`src/rtl/baud_rate_gen_if.sv`:
```
// Control and tick bundle between baud_rate_gen and the UART/IrDA blocks.
// frac_in exists only when BAUD_FRAC_EN is defined.
interface baud_rate_gen_if #(
  parameter int DIV_W = 16,
  parameter int PH_W  = 4
);
  // div_load and restart are single-cycle strobes sampled on the rising clock
  // edge; there is no ready, the generator always accepts them.
  logic             enable;
  logic             div_load;
  logic [DIV_W-1:0] div_in;
  logic             restart;
`ifdef BAUD_FRAC_EN
  logic [3:0]       frac_in;
`endif
  logic             os_tick;
  logic             bit_tick;
  logic             irda_pulse;
  logic [PH_W-1:0]  os_phase;

`ifdef BAUD_FRAC_EN
  modport master (
    output enable, div_load, div_in, restart, frac_in,
    input  os_tick, bit_tick, irda_pulse, os_phase
  );
  modport slave (
    input  enable, div_load, div_in, restart, frac_in,
    output os_tick, bit_tick, irda_pulse, os_phase
  );
`else
  modport master (
    output enable, div_load, div_in, restart,
    input  os_tick, bit_tick, irda_pulse, os_phase
  );
  modport slave (
    input  enable, div_load, div_in, restart,
    output os_tick, bit_tick, irda_pulse, os_phase
  );
`endif
endinterface

```
`src/rtl/baud_rate_gen.sv`:
```
// Loadable-divisor baud enable generator: os_tick, bit_tick, irda_pulse, os_phase.
// Optional fractional divisor when BAUD_FRAC_EN is defined.
module baud_rate_gen #(
  parameter int CLK_HZ      = 50000000,
  parameter int BAUD        = 9600,
  parameter int OVERSAMPLE  = 16,
  parameter int DIV_W       = 16,
  parameter int IRDA_PULSE  = 3,
  parameter int DEFAULT_DIV = CLK_HZ / (BAUD * OVERSAMPLE)
) (
  input logic            clock,
  input logic            reset,
  baud_rate_gen_if.slave bus
);
  localparam int PH_W = $clog2(OVERSAMPLE);

  typedef logic [PH_W-1:0]  ph_t;
  typedef logic [DIV_W-1:0] div_t;

  localparam ph_t  LAST_PH = ph_t'(OVERSAMPLE - 1);
  localparam ph_t  IRDA_TH = ph_t'(IRDA_PULSE);
  localparam div_t MIN_DIV = div_t'(2);
  localparam div_t RST_DIV = div_t'(DEFAULT_DIV);

  div_t div_q, div_d;
  div_t cnt_q, cnt_d;
  ph_t  phase_q, phase_d;
  logic os_q, os_d;
  logic bit_q, bit_d;
  logic irda_q, irda_d;
  logic ext;
  logic at_term;
  logic [DIV_W:0] term_cnt;

`ifdef BAUD_FRAC_EN
  logic [3:0] frac_q, frac_d;
  logic [3:0] acc_q, acc_d;
  logic       ext_q, ext_d;
  logic [4:0] acc_sum;
  assign ext = ext_q;
`else
  assign ext = 1'b0;
`endif

  // One extra bit so a stretched period (div+1) never wraps the compare value.
  assign term_cnt = {1'b0, div_q} - {{DIV_W{1'b0}}, 1'b1} + {{DIV_W{1'b0}}, ext};
  assign at_term  = ({1'b0, cnt_q} == term_cnt);

  always_comb begin
    div_d   = div_q;
    cnt_d   = cnt_q;
    phase_d = phase_q;
    os_d    = 1'b0;
    bit_d   = 1'b0;
    irda_d  = bus.enable && (phase_q < IRDA_TH);
`ifdef BAUD_FRAC_EN
    frac_d  = frac_q;
    acc_d   = acc_q;
    ext_d   = ext_q;
    acc_sum = {1'b0, acc_q} + {1'b0, frac_q};
`endif
    if (bus.restart || bus.div_load) begin
      cnt_d = '0;
      if (bus.div_load) div_d = (bus.div_in < MIN_DIV) ? MIN_DIV : bus.div_in;
      if (bus.restart)  phase_d = '0;
`ifdef BAUD_FRAC_EN
      acc_d = '0;
      ext_d = 1'b0;
      if (bus.div_load) frac_d = bus.frac_in;
`endif
    end else if (bus.enable) begin
      if (at_term) begin
        cnt_d   = '0;
        os_d    = 1'b1;
        bit_d   = (phase_q == LAST_PH);
        phase_d = phase_q + ph_t'(1);
`ifdef BAUD_FRAC_EN
        acc_d = acc_sum[3:0];
        ext_d = acc_sum[4];
`endif
      end else begin
        cnt_d = cnt_q + div_t'(1);
      end
    end
  end

  always_ff @(posedge clock or negedge reset) begin
    if (!reset) begin
      div_q   <= RST_DIV;
      cnt_q   <= '0;
      phase_q <= '0;
      os_q    <= 1'b0;
      bit_q   <= 1'b0;
      irda_q  <= 1'b0;
`ifdef BAUD_FRAC_EN
      frac_q  <= '0;
      acc_q   <= '0;
      ext_q   <= 1'b0;
`endif
    end else begin
      div_q   <= div_d;
      cnt_q   <= cnt_d;
      phase_q <= phase_d;
      os_q    <= os_d;
      bit_q   <= bit_d;
      irda_q  <= irda_d;
`ifdef BAUD_FRAC_EN
      frac_q  <= frac_d;
      acc_q   <= acc_d;
      ext_q   <= ext_d;
`endif
    end
  end

  assign bus.os_tick    = os_q;
  assign bus.bit_tick   = bit_q;
  assign bus.irda_pulse = irda_q;
  assign bus.os_phase   = phase_q;
endmodule

```
`src/flat_wrapper.sv`:
```
// flat-port wrapper written by rule: the top's interface ports become plain ports
module baud_rate_gen_flat 
#(
  parameter int CLK_HZ      = 50000000,
  parameter int BAUD        = 9600,
  parameter int OVERSAMPLE  = 16,
  parameter int DIV_W       = 16,
  parameter int IRDA_PULSE  = 3,
  parameter int DEFAULT_DIV = CLK_HZ / (BAUD * OVERSAMPLE)
)
  (clock, reset, bus_enable, bus_div_load, bus_div_in, bus_restart, bus_os_tick, bus_bit_tick, bus_irda_pulse, bus_os_phase);
  baud_rate_gen_if #(.DIV_W(DIV_W), .PH_W((4))) bus_i ();
  input logic clock;
  input logic reset;
  input wire logic [$bits(bus_i.enable)-1:0] bus_enable;
  input wire logic [$bits(bus_i.div_load)-1:0] bus_div_load;
  input wire logic [$bits(bus_i.div_in)-1:0] bus_div_in;
  input wire logic [$bits(bus_i.restart)-1:0] bus_restart;
  output wire logic [$bits(bus_i.os_tick)-1:0] bus_os_tick;
  output wire logic [$bits(bus_i.bit_tick)-1:0] bus_bit_tick;
  output wire logic [$bits(bus_i.irda_pulse)-1:0] bus_irda_pulse;
  output wire logic [$bits(bus_i.os_phase)-1:0] bus_os_phase;
  assign bus_i.enable = bus_enable;
  assign bus_i.div_load = bus_div_load;
  assign bus_i.div_in = bus_div_in;
  assign bus_i.restart = bus_restart;
  assign bus_os_tick = bus_i.os_tick;
  assign bus_bit_tick = bus_i.bit_tick;
  assign bus_irda_pulse = bus_i.irda_pulse;
  assign bus_os_phase = bus_i.os_phase;
  baud_rate_gen #(.CLK_HZ(CLK_HZ), .BAUD(BAUD), .OVERSAMPLE(OVERSAMPLE), .DIV_W(DIV_W), .IRDA_PULSE(IRDA_PULSE), .DEFAULT_DIV(DEFAULT_DIV)) u_core (.clock(clock), .reset(reset), .bus(bus_i));
endmodule
```
`config.mk`:
```
export PLATFORM = sky130hd
export DESIGN_NAME = baud_rate_gen_flat
export DESIGN_NICKNAME = d
export VERILOG_FILES = /design/src/rtl/baud_rate_gen_if.sv /design/src/rtl/baud_rate_gen.sv /design/src/flat_wrapper.sv
export SDC_FILE = /design/constraint.sdc
export NUM_CORES = 1
export LEC_CHECK = 0
export ABC_CLOCK_PERIOD_IN_PS = 3900
export BUFFER_PORTS_ARGS = -buffer_cell sky130_fd_sc_hd__buf_2
export CORE_MARGIN = 1.5
export CORE_UTILIZATION = 55
export CTS_CLUSTER_SIZE = 25
export DETAILED_ROUTE_END_ITERATION = 12
export GPL_TIMING_DRIVEN = 0
export PLACE_DENSITY_LB_ADDON = 0.3
export SETUP_SLACK_MARGIN = 0.15
export SKIP_CTS_REPAIR_TIMING = 1
export SKIP_LAST_GASP = 1
export SYNTH_ARGS = -nofsm -noshare
export SYNTH_HDL_FRONTEND = slang
export SYNTH_SLANG_ARGS = --single-unit
export TNS_END_PERCENT = 1
```
`constraint.sdc`:
```
create_clock -name clock -period 3.9 [get_ports clock]
set_clock_uncertainty 0.2 [all_clocks]
set_input_delay 0.78 -clock clock [delete_from_list [all_inputs] [get_ports clock]]
set_output_delay 0.78 -clock clock [all_outputs]
set_load 0.05 [all_outputs]
```
Word level (Yosys, flattened, before mapping) --
Index checks and enable logic that the tools add are counted.
Operators by class: reduce and logical (&&, ||, !) cells 6, add/sub/neg operators 3, magnitude comparators 2, mux-type cells 14, equal/unequal tests 3
Operator list (count):
- 16-bit 2-to-1 mux | 4
- 16-bit by 17-bit == test with 1-bit output | 1
- 16-bit by 1-bit subtractor with 17-bit output, second input constant | 1
- 16-bit by 1-bit adder with 16-bit output, second input constant | 1
- 16-bit by 2-bit less-than comparator with 1-bit output, second input constant | 1
- 4-bit 2-to-1 mux | 4
- 1-bit 2-to-1 mux | 6
- 4-bit by 1-bit adder with 4-bit output, second input constant | 1
- 4-bit == test, second input constant | 1
- 4-bit by 2-bit less-than comparator with 1-bit output, second input constant | 1
- 2-bit nonzero test | 2
- 3-bit AND reduction | 1
- 2-bit inequality test, second input constant | 1
- 2-bit AND reduction | 1
- 1-bit logical AND | 1
- 1-bit logical OR | 1
Word-level totals: logic and storage cells 34, flip-flop bits (word level) 39, output and inout port bits 7, bits of input ports 21

Longest topological paths before layout --
Gate-level depths: netlist (run 1).
depth in word-level cells 5, gate-level depth with buffers 11, depth with buffers taken out 10

Worst setup path before layout (run 1) --
Ideal clock, no wire load.
path type reg-to-reg, start point register u_core.div_q[0], end point register u_core.cnt_q[11], arrival 2.513 ns, library setup time 0.141 ns, data required time 3.559 ns, period minus slack after synthesis 2.853 ns, stages on the path, launching flop included 12, slack 1.047 ns, buffers on the path 1, cells stage by stage dfstp_2 inv_1 ha_1 nor2b_1 nor2_1 a2111oi_0 o211ai_1 a211oi_1 nand4b_2 nand2_1 buf_2 o311ai_2
Between the ends: word-level cells in the longest chain between the ends 5
RTL lines:
- start: declaration | line baud_rate_gen.sv:25 | div_t div_q, div_d;
- start signal: assignment | line baud_rate_gen.sv:101 | div_q <= div_d;
- 16-bit by 1-bit subtractor with 17-bit output | line baud_rate_gen.sv:46 | assign term_cnt = {1'b0, div_q} - {{DIV_W{1'b0}}, 1'b1} + {{DIV_W{1'b0}}, ext};
- 16-bit by 17-bit == test with 1-bit output | line baud_rate_gen.sv:47 | assign at_term = ({1'b0, cnt_q} == term_cnt);
- 16-bit 2-to-1 mux | line baud_rate_gen.sv:72 | if (at_term) begin
- 16-bit 2-to-1 mux | line baud_rate_gen.sv:71 | end else if (bus.enable) begin
- 16-bit 2-to-1 mux | line baud_rate_gen.sv:62 | if (bus.restart || bus.div_load) begin
- end signal: assignment | line baud_rate_gen.sv:102 | cnt_q <= cnt_d;
- end: declaration | line baud_rate_gen.sv:26 | div_t cnt_q, cnt_d;
No other way between the ends. The select of a mux whose other input is x is not followed. A chain may end at the register's enable or synchronous reset.

Final worst setup path (run 1) --
start point register u_core.div_q[1], end point register u_core.cnt_q[13]
Same word-level chain as after synthesis.

==> out/qor.csv, run 1 <==
stage;metric;value;unit
drt;Avg WL per Cell;16.9;µm
timing;final hold vios;0;
synthesis;number of flops mapped to enable cells by yosys;0;
setup_path;CP peak stage delay;470;ps
floorplanning;Die Y;70.1;µm
clock_network;TritonCTS clock tree;yes;
synthesis;cells after synthesis;250;
synthesis;leading area contributor after synthesis;dfrtp_1;
timing;RSZ-0062 raised after global routing;false;
floorplanning;row cnt;24;
finish;layout cells sized above 1;26.1;%
timing;Slew headroom;40.9;%
synthesis;flops & latches, synth;39;
drt;Met1 Wirelength;2570;µm
placement;Port-buffer cells;26;
drt;met2 WL;2730;µm
synthesis;synth top area cells;dfrtp_1, mux2_2, nand4_1;
finish;diode count;0;
global_routing;vias in the first global route;2150;
floorplanning;IO Count;28;
drt;highest routed layer;met4;
timing;Max Fclk;0.288;GHz
power;peak supply drop;0.292;mV
global_routing;GRT Residual Overflow;0;
clock_network;clock transition at the registers of the reported paths;80;ps
floorplanning;Die W;70.1;µm
synthesis;syn nets;274;
synthesis;post-synth top area share;35.3;%
global_routing;first-pass GRT wire length;9850;µm
setup_path;CP Class;flip-flop to flip-flop;
finish;Layout Nets;307;
timing;setup TNS;0;ps
drt;detailed-route via count;2105;
synthesis;synth warn;0;
setup_path;Worst EP required;3880;ps
synthesis;post-synth cell types;49;
setup_path;crit path DAT;3450;ps
placement;DPL Wire Length;4060;µm
drt;vias per cell;6.26;
synthesis;sequential share of the synthesized area;39.6;%
synthesis;ys flop type;dfrtp_1;
floorplanning;Initial Utilization;56.9;%
power;total power;886;µW
drt;DRT iter0 DRCs;122;
setup_path;crit-path cells;inv_1, ha_1, nor2b_1, nor2_1, a2111oi_1, o211ai_1, a211oi_1, nand4b_2, nand2_1, buf_2, o22ai_1;
setup_path;endpoint type of the worst setup path;flip-flop;
floorplanning;Core Area;4350;µm²
synthesis;Post-Syn Area;2480;µm²
global_routing;largest net degree at the start of global routing;40;
timing;Final Setup Violations;0;
synthesis;Synth async-reset ratio;100;%
floorplanning;Die Area;4920;µm²
timing;fin crit period;3470;ps
timing;Tcrit/Tclk final;89.0;%
clock_network;Root Buffer;clkbuf_8;
drt;antenna-violating nets left;0;
power;Pwr Density;319;nW/µm²
drt;WL met3;291;µm
timing;max-slew violations;0;
setup_path;Slowest cell on crit path;a2111oi_1;
status;status;finished clean;
clock_network;Clock Path Buffers;2;
flow_run;Max-Cap Viols;0;
synthesis;Mapped Avg Cell Area;9.91;µm²
clock_network;H-tree levels;2;
power;Pleak;0.00111;µW
finish;Layout area overhead;11.9;%
hold_path;worst hold path type;flip-flop to flip-flop;
placement;GPL Wtd Cong;0.852;
drt;final wirelength;5670;µm
clock_network;Worst-Skew Late Latency;310;ps
global_routing;initial antenna violation count;0;
drt;drt first pass iters;4;
global_routing;overall global routing resource usage;25.5;%
setup_path;crit start category;flip-flop;
clock_network;CTS buffer count;5;
drt;DRC violations left;0;
timing;Least-Margin Pin Slew;886;ps
finish;Finished Core Util;63.7;%
clock_network;CTS Sinks;39;
setup_path;worst-path fanout max;10;
[report_power, final]
| part | switching, µW | internal [µW] | total [µW] |
|---|---|---|---|
| clock network | 157 | 144 | 301 |
| logic | 76.0 | 60.3 | 136 |
| registers | 23.6 | 425 | 448 |
| total | 256 | 629 | 886 |
[logic make-up (layout without fill, tap and decap cells)]
kind of cell | after synthesis | count (layout) | share of synthesized area (%)
AO/OA/AOI/OAI | 36 | 36 | 12.6
XOR/XNOR | 22 | 22 | 7.77
adder cells (fa/ha/maj) | 3 | 3 | 1.51
buffers and inverters | 24 | 58 | 4.09
flip-flops | 39 | 39 | 39.6
multiplexers | 19 | 19 | 8.38
AND/OR/NAND/NOR | 107 | 107 | 26.0
[cell type report]
| type | count | area [µm²] |
|---|---|---|
| multi-input combinational | 187 | 1400 |
| timing repair buffer | 26 | 130 |
| sequential | 39 | 981 |
| clock buffer | 6 | 82.6 |
| buffer | 16 | 71.3 |
| clock inverter | 2 | 16.3 |
| tap | 52 | 65.1 |
| inverter | 8 | 30.0 |
| fill | 372 | 1580 |
[flip-flops by register name, indices dropped and copies added (netlist names)]
| name | flops |
|---|---|
| u_core.bus.os_tick | 1 |
| u_core.bus.bit_tick | 1 |
| u_core.div_q | 16 |
| u_core.bus.os_phase | 4 |
| u_core.cnt_q | 16 |
| u_core.bus.irda_pulse | 1 |
[placed cells by master, fill, tap and decap left out, drive strengths merged, types with 2 or more instances in the layout]
cell type	instances
nand4b	2
or3	4
buf	32
nor4	9
xnor2	14
mux2i	5
clkbuf	16
and3	6
nand2b	3
nand2	17
mux2	14
inv	8
a21oi	2
dfstp	4
dfrtp	35
xor2	8
o22ai	2
nand3	13
a31oi	5
nor2	6
a211oi	3
nor2b	4
nor3	10
nand4	22
o21ai	8
and4	2
o311ai	8
o211ai	3
or2	3
ha	3
nor4b	3
[worst max-delay path, delay by kind of cell (launching register included)]
family / cells / cell delay (ps)
adder cells (fa/ha/maj): 1 / 180
AO/OA/AOI/OAI: 4 / 1200
AND/OR/NAND/NOR: 4 / 950
buffers and inverters: 2 / 370
flip-flops: 1 / 420
[synthesized netlist by cell type (all sizes together) (3+ instances only)]
| master | count |
|---|---|
| mux2i | 5 |
| or2 | 3 |
| o211ai | 3 |
| mux2 | 14 |
| nor4 | 9 |
| a31oi | 5 |
| xnor2 | 14 |
| o311ai | 8 |
| and3 | 6 |
| nor2 | 6 |
| or3 | 4 |
| nor2b | 4 |
| nand3 | 13 |
| nor3 | 10 |
| buf | 6 |
| a211oi | 3 |
| nand4 | 22 |
| dfstp | 4 |
| ha | 3 |
| dfrtp | 35 |
| clkbuf | 10 |
| o21ai | 8 |
| nand2 | 17 |
| xor2 | 8 |
| nor4b | 3 |
| nand2b | 3 |
| inv | 8 |
[final timing paths]
path / slack, ps / cells past startpoint / endpoint / start
min: 310 / 1 / u_core.bus.irda_pulse / u_core.bus.os_phase[3]
min in group asynchronous: 380 / 1 / u_core.div_q[9] / reset
max reg2reg: 430 / 11 / u_core.cnt_q[13] / u_core.div_q[1]
max in group asynchronous: 2550 / 1 / u_core.cnt_q[11] / reset
min reg2reg: 310 / 1 / u_core.bus.irda_pulse / u_core.bus.os_phase[3]
max: 430 / 11 / u_core.cnt_q[13] / u_core.div_q[1]
[routing by layer]
metal | global-route usage [%] | vias up
met2 | 43.3 | 54
met1 | 31.3 | 1025
met3 | 7.22 | 13
li1 | - | 1013
met5 | 0 | -
met4 | 8.12 | 0
[per-stage QoR]
step	hold WS, ps	cells	instance area (µm²)	worst slack (ps)
final	313	336	2770	429
after global routing	348	336	2770	196
after CTS	321	336	2770	375
after detailed placement	296	328	2670	608
after global placement	290	328	2670	643
after floorplan	284	250	2480	1050
(Power assumes the default switching activity.)
==> inputs of run 2 (changes only) <==
Settings changed: CELL_PAD_IN_SITES_DETAIL_PLACEMENT from default to 1, CELL_PAD_IN_SITES_GLOBAL_PLACEMENT from default to 2, CORE_UTILIZATION 55 to 37, HOLD_SLACK_MARGIN from default to 0.05.
==> out/qor.csv, run 2 (same netlist as run 1, synthesis figures left out) <==
stage;metric;value;unit
setup_path;worst r2r src;u_core.div_q[0];
setup_path;worst-path fanout max;10;
clock_network;H-tree levels;2;
global_routing;overall global routing resource usage;19.5;%
finish;fillers;746;
finish;most common cell after layout, fill and taps aside;dfrtp_1;
setup_path;Reg2Reg Setup Slack;480;ps
power;peak supply drop;0.214;mV
clock_network;CTS Sinks;39;
finish;most frequent cells in the layout;dfrtp_1, buf_2, nand4_1;
timing;setup TNS;0;ps
setup_path;Register-to-Register Path Depth;11;
hold_path;hold path cells;1;
timing;Least-Margin Pin Slew;899;ps
timing;fin crit period;3420;ps
setup_path;Worst EP required;3870;ps
clock_network;CTS buffer count;5;
floorplanning;Die Area;7200;µm²
power;sw frac;25.9;%
floorplanning;Initial Utilization;38.6;%
clock_network;clock transition at the registers of the reported paths;80;ps
global_routing;first-pass GRT wire length;11000;µm
setup_path;crit path DAT;3390;ps
drt;Avg WL per Cell;17.8;µm
floorplanning;row cnt;29;
floorplanning;IO Count;28;
finish;Layout Nets;307;
placement;area post-placement;2710;µm²
power;power share of the clock group;41.2;%
timing;final hold vios;0;
clock_network;TritonCTS clock tree;yes;
finish;diode count;0;
floorplanning;Die Y;84.8;µm
setup_path;RR Endpoint;u_core.cnt_q[15];
finish;area occupied by registers;981;µm²
setup_path;endpoint type of the worst setup path;flip-flop;
drt;detailed-route via count;2069;
drt;DRC violations left;2;
drt;vias per cell;5.73;
drt;drt first pass iters;8;
drt;final wirelength;6440;µm
flow_run;Max-Cap Viols;0;
power;Net Sw Power;259;µW
clock_network;Worst-Skew Late Latency;300;ps
placement;GPL Wtd Cong;0.788;
status;failing checks;design-rule violations;
hold_path;worst hold start;u_core.bus.os_phase[3];
finish;multi-input gate area in the final layout;1400;µm²
status;status;finished, violations left;
power;Pwr Density;351;nW/µm²
timing;max-slew violations;0;
drt;antenna-violating nets left;0;
placement;DPL Wire Length;4790;µm
finish;Finished Core Util;44.3;%
power;Reg power frac;44.8;%
floorplanning;Die W;84.8;µm
hold_path;worst hold path type;flip-flop to flip-flop;
global_routing;initial antenna violation count;0;
timing;Max Fclk;0.292;GHz
global_routing;largest net degree at the start of global routing;40;
placement;Port-buffer cells;26;
global_routing;GRT Residual Overflow;0;
finish;fin area;2850;µm²
power;Comb power frac;14.0;%
setup_path;crit start category;flip-flop;
timing;Final Setup Violations;0;
hold_path;Hold Path End;u_core.bus.irda_pulse;
clock_network;Clock Path Buffers;2;
global_routing;vias in the first global route;2161;
power;total power;999;µW
timing;Slew headroom;40.1;%
finish;Layout area overhead;14.8;%
power;Pleak;0.00113;µW
setup_path;CP Class;flip-flop to flip-flop;
drt;DRT iter0 DRCs;79;
timing;Tcrit/Tclk final;87.8;%
floorplanning;Core Area;6420;µm²
clock_network;Root Buffer;clkbuf_8;
timing;RSZ-0062 raised after global routing;false;
power;Pint;741;µW
finish;layout cells sized above 1;26.4;%
## run 2: changes by cell type in the layout (fill, tap and decap cells not counted), sizes merged
cell,before,now
clkbuf,16,15
clkinv,1,0
bufinv,0,2
## run 2: per-layer routing
metal	GRT usage, %	vias up	wire length, µm
met3	3.50	5	174
met4	6.56	0	64
li1	-	1007	-
met1	26.4	1036	3160
met5	0	-	0
met2	31.8	21	3040
## run 2: how the worst max path moves through the flow
stage,start,end,slack (ps)
after floorplan,u_core.div_q[0],u_core.cnt_q[11],1050
after global placement,u_core.div_q[1],u_core.cnt_q[15],500
after detailed placement,u_core.div_q[1],u_core.cnt_q[15],450
after CTS,u_core.div_q[1],u_core.cnt_q[9],380
after global routing,u_core.div_q[0],u_core.cnt_q[15],230
final,u_core.div_q[0],u_core.cnt_q[15],480
## run 2: cell type report
cell class                      count  area share [%]
Inverter                            8            1.06
Buffer                             16            2.51
Multi-Input combinational cell    187            49.2
Timing Repair Buffer               26            4.57
Tap cell                           77            3.39
Clock buffer                        5            2.42
Clock inverter                      3            2.37
Sequential cell                    39            34.5
## run 2: worst max-delay path, stage by stage (launching register included)
cell,delay [ps]
dfstp_2,580
inv_1,70
ha_1,230
nor2b_1,210
nor2_1,60
a2111oi_1,460
o211ai_1,200
a211oi_1,300
nand4b_2,320
nand2_1,200
buf_2,310
o211ai_1,140
## run 2: stage by stage
| step | setup WS (ps) | instances | hold WS (ps) |
|---|---|---|---|
| after floorplan | 1050 | 250 | 284 |
| after global placement | 504 | 353 | 287 |
| after detailed placement | 446 | 353 | 292 |
| after CTS | 383 | 361 | 302 |
| after global routing | 228 | 361 | 328 |
| final | 476 | 361 | 303 |
## run 2: power groups by stage
stage | logic (µW) | registers (µW) | clock network, µW
6_report | 140 | 448 | 412
3_5_place_dp | 139 | 456 | 0
5_1_grt | 155 | 452 | 437
3_3_place_gp | 135 | 456 | 0
4_1_cts | 140 | 448 | 424
2_1_floorplan | 94.2 | 451 | 0
==> inputs of run 3 (changes only) <==
Settings changed: REMOVE_ABC_BUFFERS from default to 1.
==> out/qor.csv, run 3 (same netlist as run 1, synthesis figures left out) <==
stage;metric;value;unit
floorplanning;Die W;84.8;µm
clock_network;Root Buffer;clkbuf_8;
timing;Least-Margin Pin Slew;897;ps
timing;Tcrit/Tclk final;87.6;%
floorplanning;row cnt;29;
setup_path;Reg2Reg Setup Slack;480;ps
global_routing;GRT Residual Overflow;0;
clock_network;TritonCTS clock tree;yes;
placement;DPL Wire Length;4570;µm
setup_path;worst r2r src;u_core.div_q[1];
hold_path;Hold Path End;u_core.bus.irda_pulse;
setup_path;endpoint type of the worst setup path;flip-flop;
drt;final wirelength;6290;µm
drt;DRC violations left;2;
global_routing;initial antenna violation count;0;
setup_path;Worst EP required;3850;ps
setup_path;CP Class;flip-flop to flip-flop;
floorplanning;Die Y;84.8;µm
clock_network;H-tree levels;2;
power;Pwr Density;311;nW/µm²
setup_path;RR Endpoint;u_core.cnt_q[5];
finish;Final Non-Filler Cells;349;
setup_path;Register-to-Register Path Depth;11;
global_routing;vias in the first global route;2145;
floorplanning;Die Area;7200;µm²
timing;Slew headroom;40.2;%
status;failing checks;design-rule violations;
clock_network;CTS Sinks;39;
timing;Max Fclk;0.293;GHz
drt;antenna-violating nets left;0;
drt;drt first pass iters;8;
placement;GPL Wtd Cong;0.824;
timing;Final Setup Violations;0;
floorplanning;Core Area;6420;µm²
finish;fillers;741;
drt;DRT iter0 DRCs;71;
finish;diode count;0;
power;Pleak;0.00112;µW
hold_path;hold path cells;1;
power;peak supply drop;0.137;mV
hold_path;worst hold start;u_core.bus.os_phase[3];
clock_network;CTS buffer count;5;
finish;layout cells sized above 1;27.9;%
placement;dpl cells;339;
clock_network;Clock Path Buffers;2;
setup_path;worst-path fanout max;14;
finish;Layout Nets;295;
global_routing;first-pass GRT wire length;10900;µm
drt;vias per cell;5.84;
flow_run;Max-Cap Viols;0;
timing;fin crit period;3420;ps
timing;final hold vios;0;
global_routing;largest net degree at the start of global routing;40;
power;total power;869;µW
finish;most frequent cells in the layout;dfrtp_1, buf_2, nand4_1;
finish;Finished Core Util;43.5;%
floorplanning;IO Count;28;
finish;most common cell after layout, fill and taps aside;dfrtp_1;
setup_path;crit path DAT;3370;ps
clock_network;Worst-Skew Late Latency;300;ps
placement;Port-buffer cells;27;
status;status;finished, violations left;
hold_path;worst hold path type;flip-flop to flip-flop;
setup_path;crit start category;flip-flop;
finish;Layout area overhead;12.7;%
floorplanning;Initial Utilization;38.6;%
drt;Avg WL per Cell;18.0;µm
timing;RSZ-0062 raised after global routing;false;
global_routing;overall global routing resource usage;19.2;%
drt;detailed-route via count;2038;
clock_network;clock transition at the registers of the reported paths;90;ps
timing;max-slew violations;0;
timing;setup TNS;0;ps
==> run 3: critical path: stages (launching register included) <==
cell and delay [ps]:
dfrtp_1 430, inv_1 80, ha_1 190, nor2b_1 410, nor2_1 90, a2111oi_1 560, o211ai_1 210, a211oi_1 400
nand4b_4 250, buf_12 220, nand4_1 80, o311ai_0 140
==> run 3: through the flow <==
step           hold WS (ps)  setup WS (ps)  cell area [µm²]
4_1_cts                 318           -357             2740
3_3_place_gp            289           -281             2640
6_report                314            482             2790
3_5_place_dp            306           -324             2660
2_1_floorplan           284            797             2410
5_1_grt                 340            216             2790
==> run 3: area by class of cell <==
cell class              instances  area, µm²  share of cell area [%]
clock buffers                   5       68.8                    2.46
clock inverters                 3       20.0                   0.717
inverters                       8       30.0                    1.08
multi-input cells             187       1420                    50.8
flip-flops and latches         39        981                    35.1
well taps                      77       96.3                    3.45
repair buffers                 30        178                    6.36
==> run 3: where the power goes <==
group	total, µW	internal (µW)	leakage, µW	switching [µW]
Sequential	458	425	0.000500	33.2
Combinational	126	58.1	0.000576	67.8
Clock	285	125	0.0000402	160
==> run 3: metal layers <==
| metal | vias up | GRT usage [%] | wire, µm |
|---|---|---|---|
| li1 | 985 | - | - |
| met1 | 1031 | 24.6 | 2960 |
| met2 | 17 | 33.2 | 3110 |
| met3 | 5 | 3.60 | 139 |
| met4 | 0 | 5.37 | 74 |
| met5 | - | 0 | 0 |
==> run 3: worst max-delay path by stage <==
stage / from / cells after the start / to / slack, ps
final: u_core.div_q[1] / 11 / u_core.cnt_q[5] / 480
after global routing: u_core.div_q[1] / 11 / u_core.cnt_q[2] / 220
after CTS: u_core.div_q[1] / 10 / u_core.cnt_q[5] / -360
after detailed placement: u_core.div_q[1] / 10 / u_core.cnt_q[5] / -320
after global placement: u_core.div_q[1] / 10 / u_core.cnt_q[5] / -280
after floorplan: u_core.div_q[0] / 10 / u_core.cnt_q[5] / 800
